File: config.mk
export PLATFORM = sky130hd
export DESIGN_NAME = clkdiv_glitchfree
export DESIGN_NICKNAME = d
export VERILOG_FILES = /design/src/rtl/clkdiv_glitchfree.sv
export SDC_FILE = /design/constraint.sdc
export NUM_CORES = 1
export LEC_CHECK = 0
export CORE_ASPECT_RATIO = 0.9
export CORE_MARGIN = 1.5
export CORE_UTILIZATION = 35
export CTS_CLUSTER_DIAMETER = 120
export CTS_CLUSTER_SIZE = 24
export DETAILED_ROUTE_END_ITERATION = 7
export PLACE_DENSITY_LB_ADDON = 0.25
export SLEW_MARGIN = 15
export SYNTH_ARGS = -nofsm -noshare
export SYNTH_HDL_FRONTEND = slang
export SYNTH_SLANG_ARGS = --single-unit
File: constraint.sdc
create_clock -name clk -period 3.4 [get_ports clk]
set_clock_uncertainty 0.15 [all_clocks]
set_input_delay 0.68 -clock clk [delete_from_list [all_inputs] [get_ports clk]]
set_output_delay 0.68 -clock clk [all_outputs]
set_load 0.05 [all_outputs]
File: src/rtl/clkdiv_glitchfree.sv
// Programmable glitch-free integer clock divider.
// Divisor changes and run/stop requests only act at whole-period boundaries,
// so clko never shows a phase shorter than the period it belongs to.
module clkdiv_glitchfree #(
  parameter int WIDTH   = 8,
  parameter int DIV_RST = 2
) (
  input  logic             clk,
  input  logic             rst,
  input  logic             en,
  input  logic [WIDTH-1:0] div,
  input  logic             div_wr,
  output logic             div_ack,
  output logic             clko,
  output logic             tick,
  output logic             running
);

  typedef enum logic [1:0] {
    IDLE = 2'd0,
    HIGH = 2'd1,
    LOW  = 2'd2
  } state_t;

  // Reset divisor and its phase lengths, clamped the same way as runtime values
  localparam logic [WIDTH-1:0] RST_DIV = WIDTH'(DIV_RST);
  localparam logic [WIDTH-1:0] RST_N   = (RST_DIV < WIDTH'(2)) ? WIDTH'(2) : RST_DIV;
  localparam logic [WIDTH-1:0] RST_H   = RST_N >> 1;
  localparam logic [WIDTH-1:0] RST_L   = RST_N - RST_H;

  state_t           r_state;
  state_t           w_stateNext;
  logic [WIDTH-1:0] r_cnt;
  logic [WIDTH-1:0] w_cntNext;
  logic [WIDTH-1:0] r_curDiv;
  logic [WIDTH-1:0] r_pendDiv;
  logic             r_pending;
  logic [WIDTH-1:0] r_hLen;
  logic [WIDTH-1:0] r_lLen;
  logic             r_clko;
  logic             r_tick;
  logic             r_ack;
  logic             w_clkoNext;
  logic             w_boundary;
  logic [WIDTH-1:0] w_nextRaw;
  logic [WIDTH-1:0] w_nextN;
  logic [WIDTH-1:0] w_nextH;
  logic [WIDTH-1:0] w_nextL;

  // Divisor that would govern a period starting at this edge, with 0/1 clamped to 2
  always_comb begin
    w_nextRaw = r_pending ? r_pendDiv : r_curDiv;
    w_nextN   = (w_nextRaw < WIDTH'(2)) ? WIDTH'(2) : w_nextRaw;
    w_nextH   = w_nextN >> 1;
    w_nextL   = w_nextN - w_nextH;
  end

  // Next-state logic: phase counting and period-boundary detection
  always_comb begin
    w_stateNext = r_state;
    w_cntNext   = r_cnt;
    w_clkoNext  = r_clko;
    w_boundary  = 1'b0;
    case (r_state)
      IDLE: begin
        w_clkoNext = 1'b0;
        w_cntNext  = '0;
        if (en) begin
          w_boundary = 1'b1;
        end
      end
      HIGH: begin
        if (r_cnt == r_hLen) begin
          w_stateNext = LOW;
          w_cntNext   = WIDTH'(1);
          w_clkoNext  = 1'b0;
        end else begin
          w_cntNext = r_cnt + WIDTH'(1);
        end
      end
      LOW: begin
        if (r_cnt == r_lLen) begin
          if (en) begin
            w_boundary = 1'b1;
          end else begin
            w_stateNext = IDLE;
            w_cntNext   = '0;
            w_clkoNext  = 1'b0;
          end
        end else begin
          w_cntNext = r_cnt + WIDTH'(1);
        end
      end
      default: begin
        w_stateNext = IDLE;
        w_cntNext   = '0;
        w_clkoNext  = 1'b0;
      end
    endcase
    if (w_boundary) begin
      w_stateNext = HIGH;
      w_cntNext   = WIDTH'(1);
      w_clkoNext  = 1'b1;
    end
  end

  // FSM state, phase counter and the flop-driven output clock
  always_ff @(posedge clk or posedge rst) begin
    if (rst) begin
      r_state <= IDLE;
      r_cnt   <= '0;
      r_clko  <= 1'b0;
      r_tick  <= 1'b0;
      r_ack   <= 1'b0;
    end else begin
      r_state <= w_stateNext;
      r_cnt   <= w_cntNext;
      r_clko  <= w_clkoNext;
      r_tick  <= w_boundary;
      r_ack   <= w_boundary & r_pending;
    end
  end

  // Active divisor and phase lengths, latched only when a new period starts
  always_ff @(posedge clk or posedge rst) begin
    if (rst) begin
      r_curDiv <= RST_DIV;
      r_hLen   <= RST_H;
      r_lLen   <= RST_L;
    end else if (w_boundary) begin
      r_hLen <= w_nextH;
      r_lLen <= w_nextL;
      if (r_pending) begin
        r_curDiv <= r_pendDiv;
      end
    end
  end

  // Pending divisor: a fresh write always wins over the boundary clearing it
  always_ff @(posedge clk or posedge rst) begin
    if (rst) begin
      r_pendDiv <= '0;
      r_pending <= 1'b0;
    end else if (div_wr) begin
      r_pendDiv <= div;
      r_pending <= 1'b1;
    end else if (w_boundary) begin
      r_pending <= 1'b0;
    end
  end

  assign clko    = r_clko;
  assign tick    = r_tick;
  assign div_ack = r_ack;
  assign running = (r_state != IDLE);

endmodule
==> results.md, run 1 <==
- Status: finished, final reports clean
- Cts bufs inserted: 5
- Reg power frac: 37.5%
- Main area contributors after synthesis: dfrtp_1 43%, xnor2_1 6.9%, mux2_2 6.5%
- DR vias: 1578
- CTS H-tree lvls: 2
- HPWL after DPL: 3.26 mm
- DRC violations left: 0
- Post-synth top area cell: dfrtp_1
- Placed Area: 2710 µm²
- Ant. Diodes: 0
- Worst path required time: 3440 ps
- Global-route usage over all layers: roughly 13%
- Most common cell in the netlist: dfrtp_1
- Sequential area share after synthesis: between 40% and 50%
- Crit path DAT: 3070 ps
- Power share of the clock group: 14.5%
- Sw Share: 38.9%
- FF+latch count, synth: 45
- Total routed wirelength: 4.49 mm
- Number of flops mapped to enable cells by yosys: 0
- Routed Antenna Nets: 0
- Worst Hold End: clko$_DFFE_PP0P_
- Switch Pwr: 900 µW
- Final Setup Violations: 0
- Vias per inst: around 4.7
- Fraction of layout cells with a size suffix above 1: 18.1%
- Internal Pwr Total: 1.42 mW
- Commonest cells post-synth: 42 x dfrtp_1, 19 x xnor2_1, 15 x inv_1
- Routed length per instance: 13.3 µm
- Width of the chip: 90.8 µm
- Syn_area_per_cell: 10.9 µm²
- First-pass GRT wire length: 7.50 mm
- Combinational share of power: 48.1%
- Unique cell type count in the Yosys netlist: 40
- Initial Util: 36.5%
- Pre-CTS setup slack: about 150 ps
- Synth async-reset ratio: between 90% and 100%
- Final TNS setup: 0 ps
- Die height: 82.0 µm
- Rows: 28
- Worst skew pair latency: 300 ps
- Fmax: 330 MHz
- Gr ovfl total: 0
- Post-route cell area: about 2800 µm²
- Shortest period the worst path allows: 3030 ps
- Clk root buf: clkbuf_8
- Reg2reg path depth: 13
- Startpoint Class: register
- Die area: 7450 µm²
- Worst r2r src: r_pending$_DFFE_PP0P_
- Slew Viols, Final: 0
- Critical Path Slowest Stage Cell: or4b_2
- Hold Path Stages: 1
- Reg clk slew, reported paths: 90 ps
- Initial antenna violation count: 0
- Largest stage delay on the critical path: 610 ps
- RSZ-0062 raised after global routing: false
- Area growth, synth to finish: 16.5%
- Initial DRC Count: 54
- Top FF cell, synth: dfrtp_1
- Actual slew at the worst max-slew pin: 916 ps
- Fin crit share: around nine tenths
- Max clock buf depth: 2
- Setup ws final: ~370 ps
- Leak pwr: about 1.3 nW
- Synth top area share: 43.3%
- Core Region: 6660 µm²
- Max cap viols: 0
- Flop2flop setup slack: 370 ps
- Worst min path class: reg -> reg
- Clk sink count: 45
- Slew headroom: between 30% and 40%
- IO Pins: 16
- Synthesized area: 2430 µm²
- Reg-to-reg critical path endpoint: r_lLen[6]$_DFFE_PP0P_
- Power Total: 2.31 mW
- Mapped Cells: ~220
- RePlAce Congestion: 0.725
- Yosys Warn Count: 0
- CTS tree: built
- P per Cell Area: 818 nW/µm²
- Final nets: roughly 270
- Hold path start: clko$_DFFE_PP0P_
- Worst path cell trace: buf_4 -> mux2i_1 -> and4_1 -> nand3_1 -> nand2_1 -> ha_1 -> inv_1 -> fa_1 -> a21o_1 -> a21oi_2 -> or4b_2 -> o2111ai_1 -> a21oi_1
- Maximum VDD drop: 0.212 mV
- Largest net degree at the start of global routing: 46
- WS Path Type: reg -> reg
- Synthesized Nets: 248
- Crit end category: register
- Number of port buffers: 15
- Vias in the first global route: between 1000 and 1500
- Fillers: 660
- # hold bufs at CTS: 0
- Final hold vios: 0
- TritonRoute pass-1 iters: 4
- Worst-path maximum fanout: 5
-- per-layer routing --
layer  wire [µm]  track usage, %  up-vias  share of wire (%)
li1            -               -      815                  -
met1        2390            19.3      742                 53
met2        1910            18.0       15                 43
met3         139            3.33        6                3.1
met4          51            4.69        0                1.1
met5           0               0        -                  0
-- layout make-up --
type                    count  area (µm²)  share of cell area, %
clock buffers               5        68.8                   2.43
flip-flops and latches     45        1130                   40.0
repair buffers             25         235                   8.31
well taps                  90         113                   3.98
clock inverters             3        21.3                  0.752
multi-input cells         154        1200                   42.4
inverters                  16        60.1                   2.12
-- stage by stage --
step	util, %	hold WS [ps]	instances
floorplan	-	313	223
finish	42.5	329	338
global placement	40.7	311	327
CTS	42.1	336	335
global route	42.5	363	338
detailed placement	40.7	315	327
-- how the worst max path moves through the flow --
stage                                from                     to  slack, ps  cells past startpoint
floorplan           r_pending$_DFFE_PP0P_  r_lLen[6]$_DFFE_PP0P_        330                     13
global placement    r_pending$_DFFE_PP0P_  r_lLen[6]$_DFFE_PP0P_        240                     12
detailed placement  r_pending$_DFFE_PP0P_  r_lLen[6]$_DFFE_PP0P_        150                     12
CTS                 r_pending$_DFFE_PP0P_  r_lLen[6]$_DFFE_PP0P_        130                     12
global route        r_pending$_DFFE_PP0P_  r_lLen[6]$_DFFE_PP0P_         80                     13
finish              r_pending$_DFFE_PP0P_  r_lLen[6]$_DFFE_PP0P_        370                     13
-- state kept, by name, summed over array words and instances, names as in the netlist --
name       flops
div_ack        1
r_hLen         7
r_pendDiv      8
r_curDiv       8
r_state        2
clko           1
r_pending      1
r_cnt          8
tick           1
r_lLen         8
-- cells by family after synthesis --
group / synth area share [%]
compound gates: 11.7
xor+xnor: 9.02
fa+ha+maj: 7.01
buf+inv: 4.33
flops: 46.5
mux: 9.84
simple gates: 11.5
-- power groups by stage --
stage	combinational (mW)	clock [mW]	sequential (mW)
floorplan	0.815	0	0.883
global placement	1.08	0	0.885
detailed placement	1.08	0	0.885
CTS	1.09	0.352	0.875
global route	1.25	0.374	0.889
finish	1.11	0.335	0.867
-- worst max-delay path, delay by kind of cell (launching register included) --
family	cells	cell delay (ps)
fa+ha+maj	2	420
simple gates	4	1150
buf+inv	2	230
compound gates	4	400
flops	1	420
mux	1	130
-- what timing repair did --
action                                  in CTS  in global routing
endpoints found under the hold margin        0                  0
gates resized for setup                      0                  3
endpoints found under the setup margin       0                  2
buffers inserted                             0                  3
-- placed cells by master (no fill, tap or decap), types with 6 or more instances in the layout --
| master | instances |
|---|---|
| a21oi_1 | 8 |
| and2_1 | 7 |
| buf_4 | 8 |
| clkdlybuf4s50_1 | 15 |
| dfrtp_1 | 41 |
| ha_1 | 12 |
| inv_1 | 14 |
| mux2_2 | 14 |
| mux2i_1 | 6 |
| nand2_1 | 10 |
| nand3_1 | 7 |
| nor2_1 | 14 |
| o21a_1 | 10 |
| xnor2_1 | 19 |
| xor2_1 | 6 |
Power figures use the tool's default switching activity.
==> inputs of run 2 (changes only) <==
Settings changed: CORE_UTILIZATION 35 to 24, SETUP_SLACK_MARGIN from default to 0.4.
==> run 2 against run 1 <==
Compared with the run above:
- fmax rose by 5.4%
- die area increased by 44%
- register-to-register slack gained 150 ps
- critical path depth stayed put
- clock power about the same
==> results.md, run 2 (synthesized netlist as in run 1, its figures left out) <==
- CTS H-tree lvls: 2
- Most common cell after layout, fill and taps aside: dfrtp_1
- Width of the chip: around 110 µm
- # hold bufs at CTS: 0
- RePlAce Congestion: about 0.74
- Max clock buf depth: 2
- IO Pins: 16
- Combinational share of power: 49.0%
- Clk root buf: clkbuf_8
- Fraction of layout cells with a size suffix above 1: 22.0%
- Gr ovfl total: 0
- Crit end category: register
- RSZ-0062 raised after global routing: false
- Final hold vios: 0
- Die height: 98.4 µm
- Final Setup Violations: 0
- TritonRoute pass-1 iters: 4
- Largest stage delay on the critical path: 610 ps
- Routed length per instance: 12.7 µm
- Clk sink count: 45
- Reg-to-reg critical path endpoint: r_lLen[6]$_DFFE_PP0P_
- Total routed wirelength: 4.84 mm
- WS Path Type: reg -> reg
- Hold Path Stages: 1
- Maximum VDD drop: 0.313 mV
- Placed Area: 2770 µm²
- Sw Share: 38.2%
- Internal Pwr Total: 1.46 mW
- Fin crit share: a little over four fifths
- Vias per inst: 4.30
- HPWL after DPL: 3.56 mm
- Largest net degree at the start of global routing: 46
- Post-route cell area: 2960 µm²
- Final TNS setup: 0 ps
- Initial DRC Count: 118
- Routed Antenna Nets: 0
- DR vias: about 1600
- Reg power frac: 36.9%
- Cts bufs inserted: 5
- Global-route usage over all layers: 10.0%
- Rows: 34
- Switch Pwr: ~900 µW
- First-pass GRT wire length: 8.26 mm
- Worst path required time: 3430 ps
- Startpoint Class: register
- Status: finished, final reports clean
- Slew Viols, Final: 0
- Fmax: 348 MHz
- CTS tree: built
- Actual slew at the worst max-slew pin: 691 ps
- Slew headroom: 53.7%
- Area growth, synth to finish: 21.7%
- Core Region: 9740 µm²
- Shortest period the worst path allows: 2880 ps
- Vias in the first global route: 1657
- DRC violations left: 0
- Max cap viols: 0
- Flop2flop setup slack: ~520 ps
- Crit path DAT: between 2000 and 3000 ps
- Initial antenna violation count: 0
- Critical Path Slowest Stage Cell: or4b_2
- Die area: roughly 11000 µm²
- Power share of the clock group: 14.2%
- Ant. Diodes: 0
- Reg2reg path depth: 13
- Final nets: 278
- Leak pwr: 1.27 nW
- Reg clk slew, reported paths: 80 ps
- Worst-path maximum fanout: 5
- Initial Util: 24.9%
- Worst skew pair latency: 290 ps
- Worst Hold End: clko$_DFFE_PP0P_
- Number of port buffers: 15
- Worst path cell trace: buf_4 -> mux2i_4 -> ha_2 -> nand3_4 -> nand2_2 -> ha_1 -> inv_1 -> fa_1 -> a21o_1 -> a21oi_2 -> or4b_2 -> o2111ai_1 -> a21oi_1
- Worst min path class: reg -> reg
- P per Cell Area: 800 nW/µm²
- Commonest non-fill, non-tap cells in the layout: 41 x dfrtp_1, 19 x xnor2_1, 15 x clkdlybuf4s50_1, 15 x buf_4
- Worst r2r src: r_pending$_DFFE_PP0P_
- Hold path start: clko$_DFFE_PP0P_
[run 2: cell types whose count changed in the layout (fill, tap and decap cells not counted), moves of 2 or more]
cell	before	now
mux2i_1	6	3
mux2i_4	0	2
clkbuf_1	0	2
buf_4	8	15
[run 2: metrics by stage]
step,hold slack (ps),worst slack [ps],util [%],instances,power (mW)
global placement,312,254,28.4,365,1.98
floorplan,313,436,-,223,1.71
CTS,344,441,29.9,379,2.37
detailed placement,323,125,28.4,365,1.99
global route,366,386,30.3,380,2.58
finish,341,525,30.3,380,2.37
[run 2: worst max path at each step]
| stage | to | cells past startpoint | slack, ps | startpoint |
|---|---|---|---|---|
| 2_1_floorplan | r_lLen[6]$_DFFE_PP0P_ | 13 | 440 | r_pending$_DFFE_PP0P_ |
| 3_3_place_gp | r_lLen[6]$_DFFE_PP0P_ | 12 | 250 | r_pending$_DFFE_PP0P_ |
| 3_5_place_dp | r_lLen[6]$_DFFE_PP0P_ | 12 | 120 | r_pending$_DFFE_PP0P_ |
| 4_1_cts | r_lLen[6]$_DFFE_PP0P_ | 13 | 440 | r_pending$_DFFE_PP0P_ |
| 5_1_grt | r_lLen[6]$_DFFE_PP0P_ | 13 | 390 | r_pending$_DFFE_PP0P_ |
| 6_report | r_lLen[6]$_DFFE_PP0P_ | 13 | 520 | r_pending$_DFFE_PP0P_ |
[run 2: final cells by class]
cell class	count	area [µm²]
flip-flops and latches	45	1130
well taps	126	158
fillers	995	6790
multi-input cells	154	1250
clock buffers	8	90.1
inverters	16	60.1
repair buffers	31	268
[run 2: repair_timing]
| item | 4_1_cts | 5_1_grt |
|---|---|---|
| pin swaps | 0 | 4 |
| cloned | 0 | 0 |
| setup buffers | 6 | 1 |
| endpoints found under the setup margin | 3 | 3 |
| resized for setup | 3 | 8 |
[run 2: critical path: cells and delay by family, from the launching register on]
family | cells | cell delay (ps)
muxes | 1 | 190
buffers and inverters | 2 | 230
adders and majority gates | 3 | 610
AOI/OAI and AO/OA | 4 | 390
and+or+nand+nor | 3 | 770
DFF | 1 | 420
[run 2: power by group through the flow]
stage          clock network, mW  registers, mW  logic, mW
6_report                   0.335          0.872       1.16
5_1_grt                    0.377          0.899       1.30
4_1_cts                    0.354          0.869       1.15
3_5_place_dp                   0          0.889       1.10
3_3_place_gp                   0          0.891       1.09
2_1_floorplan                  0          0.887      0.823
[run 2: metal layers]
metal  share of wire, %  global-route usage [%]
met4                1.1                    3.04
met1                 50                    13.7
met2                 46                    15.1
met5                  0                       0
met3                3.2                    3.17
==> RTL edit 1 (flow settings as in run 2) <==
Change the parameter `WIDTH` from 8 to 12.
--- a/src/rtl/clkdiv_glitchfree.sv
+++ b/src/rtl/clkdiv_glitchfree.sv
@@ -2,7 +2,7 @@
 // Divisor changes and run/stop requests only act at whole-period boundaries,
 // so clko never shows a phase shorter than the period it belongs to.
 module clkdiv_glitchfree #(
-  parameter int WIDTH   = 8,
+  parameter int WIDTH   = 12,
   parameter int DIV_RST = 2
 ) (
   input  logic             clk,
Interface: changed (resized div); port bits go from 16 to 20. No check against the original RTL was run, so the function may have changed too.
==> RTL edit 1 against run 2 <==
Wire length grew 56%; synthesized cell count grew 53%; synthesized area grew 47%; setup slack lost 0.26 ns; sequential cell count grew 20; total power grew 61%; cell area grew 50%; first-iteration DRC count shrank 5.1%; highest routed layer unchanged.
==> RTL edit 1: results <==
set metrics [dict create \
    clock_area_share_pct 6.723 \
    grt_pass1_wl_mm 13.12 \
    arrival_ns 3.19 \
    power.leakage_nw 1.980 \
    r2r-end "r_lLen[8]" \
    yosys-top-cells-count "dfrtp_1 (62), xor2_1 (35), nor2_1 (31)" \
    cts_max_level 3 \
    ys_seq_area_share_pct 45.69 \
    num-nets-final 407 \
    status "completed" \
    synth_adder_area_share_pct 6.171 \
    critPathLaunch "r_curDiv[8]" \
    multiInputGateArea_um2 1824 \
    regArea_um2 1630 \
    cts_sinks 65 \
    n_all_buffers 35 \
    final_layout_size_suffix_gt1_share_pct 17.94 \
    wl_per_cell_um 13.12 \
    synth.distinct_cells 43 \
    synth_fp_nets 374 \
    port-buffer-count 19 \
    cts_buffers 9 \
    cts.reportedPaths.clkPinSlew_ns 0.06 \
    nMultiInputCombCells 239 \
    drt_iter0_drc 112 \
    cpMaxStageDelayCell "or4_4" \
    nFillCells 1582 \
    p_switching_mw 1.415 \
    area_share_nonclk_buffers_pct 7.655 \
    critPathMaxStageDelay_ns 0.53 \
    yosys.area.top_type_share_pct 43.48 \
    place_hpwl_mm 5.640 \
    insertion_delay_ns 0.33 \
    crit_path_max_fanout 4 \
    routabilityCongestion 0.7563 \
    ys_top_cells_by_area "dfrtp_1 (43%), xor2_1 (8.6%), ha_1 (5.6%), mux2_2 (5.4%), o21a_1 (4.0%)" \
    synth_mux_area_share_pct 9.642 \
    clkbuf_count 11 \
    reg2reg_slack_ns 0.27 \
    grtUsageTotal_pct 10.62 \
    synth_compound_area_share_pct 11.47 \
    max_slew_margin_pct 60.02 \
]
==> RTL edit 1: cell count changes after synthesis, sizes merged, moves of 11 or more <==
cell / before / now
xnor2: 19 / 8
dfrtp: 42 / 62
xor2: 6 / 35
nand2: 10 / 24
nor2: 14 / 31
a21oi: 9 / 20
==> RTL edit 1: power by group through the flow <==
stage / Sequential (mW) / Clock (mW) / Combinational, mW
after floorplan: 1.25 / 0 / 1.19
after global placement: 1.26 / 0 / 1.57
after detailed placement: 1.26 / 0 / 1.59
after CTS: 1.25 / 0.954 / 1.64
after global routing: 1.30 / 0.988 / 1.83
final: 1.25 / 0.927 / 1.63
==> RTL edit 1: worst min-delay path by stage <==
stage                   to  slack [ns]  depth (start not counted)
2_1_floorplan  r_curDiv[7]        0.31                          1
4_1_cts               clko        0.33                          1
3_3_place_gp          clko        0.31                          1
6_report              clko        0.33                          1
5_1_grt               clko        0.36                          1
3_5_place_dp          clko        0.32                          1
==> RTL edit 1: stage by stage <==
step	instances	utilization, %	setup WS, ns	hold WS [ns]	instance area, um^2
floorplan	341	-	0.2333	0.3131	3593
global placement	557	27.77	0.1184	0.3131	4058
detailed placement	557	27.77	0.06134	0.3189	4058
CTS	577	30.16	0.2618	0.3316	4405
global route	577	30.32	0.1208	0.3589	4429
finish	577	30.32	0.2685	0.3262	4429
==> RTL edit 1: per-layer routing <==
metal / up-vias / global-route usage [%] / wire [um]
met5: - / 0 / 0
met4: 0 / 3.125 / 74
met3: 10 / 2.703 / 295
met2: 39 / 14.97 / 3151
met1: 1200 / 15.79 / 4050
li1: 1237 / - / -
==> RTL edit 1: repair_timing <==
action	in CTS	in global routing
setup endpoints to repair	4	6
endpoints found under the hold margin	0	0
setup buffers	4	0
pin swaps	9	1
gates resized for setup	5	4
==> RTL edit 2 (settings of run 2) <==
Made on the original files. The 3 states of `state_t` get a one-hot encoding in 3 bits.
--- a/src/rtl/clkdiv_glitchfree.sv
+++ b/src/rtl/clkdiv_glitchfree.sv
@@ -16,10 +16,10 @@
   output logic             running
 );
 
-  typedef enum logic [1:0] {
-    IDLE = 2'd0,
-    HIGH = 2'd1,
-    LOW  = 2'd2
+  typedef enum logic [2:0] {
+    IDLE = 3'b001,
+    HIGH = 3'b010,
+    LOW  = 3'b100
   } state_t;
 
   // Reset divisor and its phase lengths, clamped the same way as runtime values
Function: same outputs for any inputs over 10 cycles, from zero or initial values and one cycle with rst high; not proved beyond that.
==> RTL edit 2 against run 2 <==
Setup slack worse by 0.11 ns; wire length is 4.2% lower; cell area is 0.21% lower; sequential share of layout area is 0.97 points higher; critical endpoint is now r_lLen[6]; critical path type unchanged; largest cell class unchanged; core utilization is 0.33 points lower; sequential cell count is 1 higher; synthesized area is 1.6% higher.
Power is not compared: it rests on default switching activity, and its combinational part moved more than twofold at a synthesized area within 25%.
==> RTL edit 2: results <==
set metrics [dict create \
    num-nets-final 262 \
    dr.max_layer_used "met4" \
    wl_met1_mm 2.405 \
    grtUsageTotal_pct 9.321 \
    status "completed" \
    routabilityCongestion 0.7543 \
    ys_top_cells_by_area "dfrtp_1 (43%), mux2_2 (9.1%), xnor2_1 (7.1%), ha_1 (4.6%), dfstp_2 (4.3%)" \
    path_delay_family "compound AO/OA/AOI/OAI gates" \
    met2WireLength_mm 2.048 \
    finalPower_mw 1.239 \
    cts.reportedPaths.clkPinSlew_ns 0.06 \
    met3RoutedLength_um 137 \
    crit_path_max_fanout 4 \
    clockBufferDepth 2 \
    grt_pass1_vias 1517 \
    insertion_delay_ns 0.28 \
    yosys-top-cells-count "dfrtp_1 (42), mux2_2 (20), xnor2_1 (20)" \
    grt_util_met3_pct 2.621 \
    final_layout_size_suffix_gt1_share_pct 23.65 \
    drt_iter0_drc 43 \
    grt_use_met2_pct 13.76 \
    nFillCells 1001 \
    finalSetupViolations 0 \
    grt_pass1_wl_mm 7.741 \
    ys_seq_area_share_pct 46.83 \
    grt_util_met1_pct 13.09 \
    vias 1553 \
    dp_slack_ns 0.3069 \
    dr.pass1.iters 4 \
    clockRootBuffer "clkbuf_16" \
    port-buffer-count 15 \
    wl_per_cell_um 12.65 \
    critPathMaxStageDelay_ns 0.46 \
    synth.distinct_cells 36 \
    yosysWarningCount 0 \
    grt_max_degree 47 \
    cts_hold_buf 0 \
    arrival_ns 2.96 \
    power.leakage_nw 1.273 \
    cts_buffers 5 \
    hold_class "reg -> reg" \
    n_antenna_cell 0 \
    max_slew_margin_pct 30.36 \
    synth_fp_nets 246 \
    place_hpwl_mm 3.295 \
    cpMaxStageDelayCell "dfrtp_2" \
]
[RTL edit 2: layout make-up]
type                       instances  area [um^2]  share of cell area [%]
clock inverter                     1        5.005                  0.1696
timing repair buffer              18        180.2                   6.107
multi-input combinational        156         1259                   42.66
inverter                          13        48.80                   1.654
clock buffer                       7        142.6                   4.835
tap                              126        157.7                   5.344
sequential                        46         1157                   39.23
[RTL edit 2: timing repair]
action,CTS,global route
pin swaps,1,9
buffers inserted,0,0
resized for setup,3,11
setup endpoints to repair,2,2
[RTL edit 2: through the flow]
stage	cell area, um^2	instances	util (%)	hold slack [ns]
detailed placement	2754	359	28.02	0.3453
CTS	2907	367	29.58	0.3599
finish	2950	367	30.02	0.3560
floorplan	2499	224	-	0.3160
global route	2950	367	30.02	0.3818
global placement	2754	359	28.02	0.3392
[RTL edit 2: cells by family after synthesis]
group	count (synthesis)	share of synthesized area (%)
simple gates	57	11.20
flops	46	46.83
compound gates	33	7.857
mux	29	13.79
xor+xnor	27	10.19
buf+inv	22	4.764
fa+ha+maj	10	5.373
[RTL edit 2: power breakdown]
part	switching, mW	internal (mW)	leakage, nW	total, mW
combinational	0.0937	0.0895	0.620	0.183
sequential	0.00845	0.557	0.579	0.566
clock	0.198	0.292	0.0739	0.490
total	0.300	0.938	1.27	1.24
[RTL edit 2: path summary, 6_finish.rpt]
path                                start            to  slack, ns  depth (start not counted)
worst max-delay path            r_pending     r_lLen[6]       0.42                         13
worst min-delay path            r_lLen[0]     r_lLen[0]       0.36                          2
worst max register to register  r_pending     r_lLen[6]       0.42                         13
worst min register to register  r_lLen[0]     r_lLen[0]       0.36                          2
max in group asynchronous             rst     r_pending       1.94                          3
min in group asynchronous             rst  r_pendDiv[0]       0.71                          3
